==> src/rtl/pipe_multilane_scrambler.sv <==
// pipe_multilane_scrambler: multi-byte PIPE TX scrambler, Gen1/2 (8b/10b) and Gen3+ (128b/130b) with registered output
module pipe_multilane_scrambler #(
  parameter int          MAX_BYTES    = 4,
  parameter logic [15:0] GEN12_INIT   = 16'hFFFF,
  parameter logic [22:0] DEFAULT_SEED = 23'h1DBFBC
) (
  input  logic                   pclk,
  input  logic                   reset,
  input  logic                   gen3Mode,
  input  logic                   turnOff,
  input  logic [6:0]             PIPEWIDTH,
  input  logic [23:0]            seedValue,
  input  logic [8*MAX_BYTES-1:0] dataIn,
  input  logic [MAX_BYTES-1:0]   dataKIn,
  input  logic                   dataValidIn,
  input  logic                   blockStart,
  input  logic [1:0]             syncHeader,
  input  logic                   isEieos,
  input  logic                   isSkpOs,
  output logic [8*MAX_BYTES-1:0] dataOut,
  output logic [MAX_BYTES-1:0]   dataKOut,
  output logic                   dataValidOut
);
  logic [15:0] lfsr12, g12_start, s12;
  logic [22:0] lfsr3, g3_start, s3, seed;
  logic [23:0] r12;
  logic [30:0] r3;
  logic [7:0] byt;
  logic [3:0] nb_raw, nb;
  logic [8*MAX_BYTES-1:0] dout;
  logic mode_q, blk_os, blk_skp, eieos_pending;
  logic mode_chg, cur_os, cur_skp, reseed, com, skp;
  logic unused_seed_msb;

  function automatic logic [23:0] step12(input logic [15:0] s);
    logic [15:0] t;
    logic [7:0] o;
    t = s;
    for (int b = 0; b < 8; b++) begin
      o[b] = t[15];
      t = {t[14:0], 1'b0} ^ (t[15] ? 16'h0039 : 16'h0000);
    end
    return {t, o};
  endfunction

  function automatic logic [30:0] step3(input logic [22:0] s);
    logic [22:0] t;
    logic [7:0] o;
    t = s;
    for (int b = 0; b < 8; b++) begin
      o[b] = t[22];
      t = {t[21:0], 1'b0} ^ (t[22] ? 23'h210125 : 23'h000000);
    end
    return {t, o};
  endfunction

  assign unused_seed_msb = seedValue[23];
  assign seed = seedValue[22:0] == '0 ? DEFAULT_SEED : seedValue[22:0];
  assign nb_raw = PIPEWIDTH == 7'd8 ? 4'd1 : PIPEWIDTH == 7'd16 ? 4'd2 :
                  PIPEWIDTH == 7'd32 ? 4'd4 : PIPEWIDTH == 7'd64 ? 4'd8 : 4'd0;
  assign nb = nb_raw > 4'(MAX_BYTES) ? 4'd0 : nb_raw;
  assign mode_chg = gen3Mode != mode_q;
  assign cur_os = blockStart ? syncHeader == 2'b01 : blk_os;
  assign cur_skp = blockStart ? isSkpOs : blk_skp;
  // a pending EIEOS reseeds ahead of byte 0 of the next block
  assign reseed = mode_chg || (gen3Mode && dataValidIn && blockStart && eieos_pending);
  assign g12_start = mode_chg ? GEN12_INIT : lfsr12;
  assign g3_start = reseed ? seed : lfsr3;

  always_comb begin
    s12 = g12_start;
    s3 = g3_start;
    dout = '0;
    r12 = '0;
    r3 = '0;
    byt = '0;
    com = 1'b0;
    skp = 1'b0;
    for (int i = 0; i < MAX_BYTES; i++) begin
      byt = dataIn[8*i +: 8];
      r12 = step12(s12);
      r3 = step3(s3);
      com = dataKIn[i] && byt == 8'hBC;
      skp = dataKIn[i] && byt == 8'h1C;
      if (4'(i) < nb) begin
        if (!gen3Mode) begin
          dout[8*i +: 8] = (dataKIn[i] || turnOff) ? byt : byt ^ r12[7:0];
          s12 = com ? GEN12_INIT : (skp || turnOff) ? s12 : r12[23:8];
        end else begin
          dout[8*i +: 8] = (cur_os || turnOff) ? byt : byt ^ r3[7:0];
          s3 = ((cur_os && cur_skp) || turnOff) ? s3 : r3[30:8];
        end
      end
    end
  end

  always_ff @(posedge pclk or posedge reset)
    if (reset) begin
      dataOut <= '0;
      dataKOut <= '0;
      dataValidOut <= 1'b0;
      lfsr12 <= GEN12_INIT;
      lfsr3 <= DEFAULT_SEED;
      mode_q <= 1'b0;
      blk_os <= 1'b0;
      blk_skp <= 1'b0;
      eieos_pending <= 1'b0;
    end else begin
      mode_q <= gen3Mode;
      lfsr12 <= dataValidIn ? s12 : g12_start;
      lfsr3 <= dataValidIn ? s3 : g3_start;
      dataValidOut <= dataValidIn;
      if (dataValidIn) begin
        dataOut <= dout;
        dataKOut <= dataKIn;
      end
      if (dataValidIn && gen3Mode && blockStart) begin
        blk_os <= syncHeader == 2'b01;
        blk_skp <= isSkpOs;
        eieos_pending <= syncHeader == 2'b01 && isEieos;
      end
    end
endmodule
==> config.mk <==
export PLATFORM = sky130hd
export DESIGN_NAME = pipe_multilane_scrambler
export DESIGN_NICKNAME = d
export VERILOG_FILES = /design/src/rtl/pipe_multilane_scrambler.sv
export SDC_FILE = /design/constraint.sdc
export NUM_CORES = 1
export LEC_CHECK = 0
export CORE_MARGIN = 5
export CORE_UTILIZATION = 63
export DETAILED_ROUTE_END_ITERATION = 16
export GPL_TIMING_DRIVEN = 0
export PLACE_DENSITY = 0.89
export SETUP_SLACK_MARGIN = 0.4
export SYNTH_ARGS = -nofsm -noshare
export SYNTH_HDL_FRONTEND = slang
export SYNTH_SLANG_ARGS = --single-unit
==> constraint.sdc <==
create_clock -name pclk -period 15 [get_ports pclk]
set_input_delay 4.5 -clock pclk [delete_from_list [all_inputs] [get_ports pclk]]
set_output_delay 4.5 -clock pclk [all_outputs]
set_load 0.02 [all_outputs]
* Word-level counts from Yosys, hierarchy flattened *
Index checks and enable logic that the tools add are counted.
W data, S select, Z words.

storage, ports and cells
  input port bits = 77
  word-level logic and storage cells = 245
  register bits after elaboration = 80
  output and inout port bits = 37

operators by class
  reduce and logical (&&, ||, !) cells = 25
  bitwise operators = 72
  eq/ne operators = 14
  $lt $le $gt $ge = 5
  mux-type cells = 120

operators with widths
  operator              number
  $xor A23 B22 Y23      32
  $mux W22              32
  $xor A16 B6 Y16       32
  $mux W23              15
  $mux W16              18
  $mux W6               32
  $mux W8               16
  $xor A8 B8 Y8         8
  $eq A8 B5 Y1 const B  4
  $eq A8 B8 Y1 const B  4
  $logic_not A23 Y1     1
  $mux W4               5
  $logic_and A1 B1 Y1   13
  $logic_or A1 B1 Y1    11
  $lt A1 B4 Y1 const A  2
  $lt A2 B4 Y1 const A  2
  $eq A7 B4 Y1 const B  1
  $eq A7 B5 Y1 const B  1
  $eq A7 B6 Y1 const B  1
  $eq A7 B7 Y1 const B  1
  $gt A4 B3 Y1 const B  1
  $eq A2 B1 Y1 const B  1
  $mux W1               2
  $ne A1 B1 Y1          1

* Longest topological paths before layout *
  word-level depth = 83
  gate-level depth with buffers = 23
  mapped depth without buffers = 18

* Least setup slack after synthesis *
OpenSTA, ideal clock, no wires.

  path type = in2reg
  start point = in dataValidIn
  end point = reg lfsr3[8]
  required time = 14.912 ns
  cell stages on the path = 21
  buffers on the path = 3
  setup slack = 4.892 ns
  setup time = 0.088 ns
  arrival time = 10.020 ns
  path through = clkbuf_1 and4_1 nor2_2 or3_1 buf_2 a211oi_2 nor2_2 xnor3_1 o21a_1 buf_4 xnor3_2 xor2_4 xnor3_1 mux2i_4 xor2_2 xnor2_2 nor3b_2 nor2_4 xnor3_1 and3_1 or3_1

between the ends
  word-level cells in the longest chain between the ends = 66
  elaborated cells between the ends (all ways) = 81
  classes of those cells = 45 x mux; 32 x bitwise; 4 x reduce/logical

ends and longest elaborated chain
  what                              line  RTL
  start, declared                   15    input logic dataValidIn,
  $logic_and A1 B1 Y1 (3 in a row)  66    assign reseed = mode_chg || (gen3Mode && dataValidIn && blockStart && eieos_pending);
  $logic_or A1 B1 Y1                66
  $mux W23                          68    assign g3_start = reseed ? seed : lfsr3;
  $xor A23 B22 Y23                  52    t = {t[21:0], 1'b0} ^ (t[22] ? 23'h210125 : 23'h000000);
  $mux W22                          52
  $xor A23 B22 Y23 (2 in a row)     52
  $mux W22                          52
  $xor A23 B22 Y23 (2 in a row)     52
  (+45 left out)                    n/a
  $mux W22                          52
  $xor A23 B22 Y23 (2 in a row)     52
  $mux W22                          52
  $xor A23 B22 Y23                  52
  $mux W23                          91    s3 = ((cur_os && cur_skp) || turnOff) ? s3 : r3[30:8];
  $mux W23                          86    if (!gen3Mode) begin
  $mux W23                          85    if (4'(i) < nb) begin
  $mux W23 *                        111   lfsr3 <= dataValidIn ? s3 : g3_start;
  end signal, assigned              111
  end, declared                     25    logic [22:0] lfsr3, g3_start, s3, seed;

Every way passes the cells marked *; elsewhere a longest branch is shown, timed or not.
A chain may end at the register's enable or synchronous reset.

* Worst setup path after layout *
  start point = in dataValidIn
  end point = reg lfsr3[21]

The elaborated chain is that of the path after synthesis.

==> metrics.txt <==
cell family with most CP delay XOR/XNOR gates; clock latency on the worst-skew pair 360 ps; # diodes 0; postcts setup bufs 0; met2 usage between 60% and 70%; Setup Skew between 6 and 7 ps; Hold WC Path Type reg2reg; clk sinks 80; hpwl dp between 20000 and 30000 um; Post-synth EDFFs 0; CTS tree yes; syn avg cell area between 7 and 8 um2; Ports 114; CTS max path bufs 2; Vias 10500; Hold Path Sink dataOut[7]; hold depth 1; post-route ant nets 0; number of global-route vias before repair roughly 10000; min-delay src dataOut[7]; worst-margin pin slew 1230 ps; relative slew slack around 16%; Psw between 500 and 600 uW; commonest non-fill, non-tap cell in the layout xnor2_1; final core utilization between 70% and 80%; gr busiest metal met2; slowest stage delay, CP slightly below 900 ps; Synth-to-Final Area Change 17.6%; maximum fanout along the worst path 10; Worst R2R End lfsr3[21]; DRC errors left 0; total congestion overflow 0; Main synth FF type dfrtp_1; Worst EP required roughly 15000 ps; Die Wd about 130 um; total CTS buffers 9; Post-Synth Adder-Cell Area 0%; R2R setup slack 7600 ps; Pins Over Slew Limit 0; CTS clock-pin slew for the worst setup and hold paths roughly 70 ps; met1 Use GR between 50% and 60%; Reg-to-Reg Start mode_q; crit path kind in2reg; mux cell area share after synthesis between 5 and 6%; max-cap violations 0; power share of the clock group between 10% and 20%; first-pass GRT wire length 57600 um; commonest cells after routing, fill and taps aside xnor2_1 (161), nor2_1 (139), clkdlybuf4s50_1 (110), nand2_1 (94), a21oi_1 (79); CP startpoint kind input port; largest family of logic cells by synthesized area XOR/XNOR gates; Synthesis Warnings 0; Layout Cells excl Fill 1513; initial antenna violation count 1; LEAKAGE approximately 0.0042 uW; Setup Viol. Count Final 0; total power about 1200 uW; CTS root buf clkbuf_16; ordered list of cells on the worst path clkdlybuf4s50_1 -> clkbuf_1 -> and4_1 -> nor2_2 -> clkbuf_1 -> nor2_1 -> o2bb2ai_1 -> xnor2_1 -> mux2i_1 -> nor3b_1 -> xnor3_1 -> nand2_1 -> xnor2_1 -> xnor2_1 -> xor2_1 -> xnor2_1 -> mux2i_4 -> xor2_2 -> xnor2_1 -> xnor2_1 -> a221oi_1; routed len/inst ~25 um; Mapped Area 9530 um2; initial core utilization 63.4%; CP max-delay cell nor3b_1; CTS resizes 0; Port Buf Inserts 110; Placed Instances 1497; Hold Fails Final Rpt 0; RSZ-0062 raised after global routing false; Routed WL about 38000 um; achievable frequency between 80 and 90 MHz; total track usage 41.9%; part of the power in registers about a fifth; site row count 45; Final Cycle Share between 70% and 80%; synthesis-stage register bit count 80; CP endpoint kind flip-flop; largest net degree at the start of global routing 43; nets about 1400; distinct cell type count after synthesis ~80; share of post-route cells with drive strength above 1 between 7 and 8%; Max VDD drop 0.0906 mV; final RePlAce weighted congestion 1.10; initial drt markers 1671; Pre-Repair DR Iteration Count 6; Post-Synth XOR/XNOR Area 26.2%; met3 GRT Util 12.5%; Comb pwr share roughly three fifths; CTS H-tree depth 3; syn_nets about 1300; Synth Area in Simple Gates 19.0%; Synth Area in Compound Gates between 20% and 30%; Via density 6.94; reg2reg path depth 19; CP Buf/Inv Count 3; Die Ht roughly 130 um; sequential area share after synthesis between 20% and 30%; core area 15000 um2; CP Data Arrival Time around 12000 ps; die area 17700 um2; status finished, final reports clean; Crit path top cell by count xnor2_1; hold buffer count at cts 0; asr flop ratio synth 100%; TNS Setup 0 ps; Post-Syn Instances 1197; Cell Int Power 681 uW; Final min period around 12000 ps; PD cells 109 nW/um2; Sw Share 44.5%
## sequential cells by signal, summed over array words and instances, names as in the netlist
name           cells
dataKOut           4
mode_q             1
dataOut           32
lfsr3             23
dataValidOut       1
lfsr12            16
blk_skp            1
eieos_pending      1
blk_os             1
## worst max-delay path by stage
stage,startpoint,to,slack (ps),depth (start not counted)
2_1_floorplan,dataValidIn,lfsr3[8],4890,21
3_3_place_gp,dataValidIn,lfsr3[16],3280,21
3_5_place_dp,dataValidIn,lfsr3[16],3190,21
4_1_cts,dataValidIn,lfsr3[16],3520,21
5_1_grt,dataValidIn,lfsr3[8],2970,20
6_report,dataValidIn,lfsr3[21],3180,21
## cells in the mapped netlist (all sizes together) (6+ instances only)
| master | count | area, um2 |
|---|---|---|
| a31oi | 8 | 56.3 |
| xor2 | 73 | 699 |
| a211o | 7 | 61.3 |
| o211ai | 21 | 158 |
| a22o | 10 | 87.6 |
| inv | 13 | 48.8 |
| and3 | 15 | 98.8 |
| o2bb2ai | 28 | 245 |
| nor4 | 15 | 93.8 |
| mux2 | 11 | 124 |
| nor2 | 143 | 557 |
| or3 | 12 | 75.1 |
| a22oi | 15 | 113 |
| nand2 | 94 | 353 |
| clkbuf | 65 | 244 |
| and2 | 8 | 50.1 |
| nand3 | 22 | 110 |
| a211oi | 17 | 133 |
| dfrtp | 48 | 1200 |
| a21oi | 80 | 404 |
| or2 | 6 | 37.5 |
| nor3 | 27 | 135 |
| o22ai | 36 | 225 |
| xnor3 | 14 | 317 |
| o22a | 10 | 87.6 |
| nand2b | 11 | 68.8 |
| dfstp | 32 | 841 |
| mux2i | 30 | 354 |
| buf | 10 | 46.3 |
| a21o | 13 | 97.6 |
| o21ai | 71 | 367 |
| xnor2 | 165 | 1480 |
## worst register-to-register path, stage by stage, from the launching register on
cell and delay (ps):
dfrtp_1 440, xor2_2 220, nor2_2 410, clkbuf_1 440, nor2_1 90, o2bb2ai_1 260, xnor2_1 740, mux2i_1 180
nor3b_1 890, xnor3_1 260, nand2_1 70, xnor2_1 770, xnor2_1 240, xor2_1 200, xnor2_1 570, mux2i_4 200
xor2_2 220, xnor2_1 600, xnor2_1 160, a221oi_1 330
## logic make-up (layout without fill, tap and decap cells)
kind of cell	after synthesis	count (layout)
DFF	80	80
xor gates and xnor gates	252	252
AOI/OAI and AO/OA	353	353
and+or+nand+nor	383	383
muxes	41	41
buffers and inverters	88	216
## power by group through the flow
stage	clock network (uW)	logic (uW)	registers (uW)
floorplan	0	532	249
global placement	0	692	250
detailed placement	0	702	250
CTS	240	710	247
global route	249	770	249
finish	243	736	247
## final cells by class
type,count,area (um2)
Tap cell,188,235
Timing Repair Buffer,112,1130
Fill cell,1202,3830
Multi-Input combinational cell,1029,7150
Buffer,75,290
Clock inverter,5,63.8
Inverter,13,51.3
Clock buffer,11,243
Sequential cell,80,2040
## through the flow
step                hold slack [ps]  cell area [um2]  worst slack, ps
CTS                             491            11200             3520
global placement                468            10900             3280
detailed placement              472            10900             3190
global route                    513            11200             2970
finish                          485            11200             3180
floorplan                       465             9530             4890
## per-layer routing
layer | up-vias | share of wire (%)
met5 | - | 0.034
met4 | 2 | 4.7
li1 | 4558 | -
met2 | 861 | 42
met3 | 166 | 14
met1 | 4912 | 39
No activity file was read; power rests on OpenSTA's default activity.
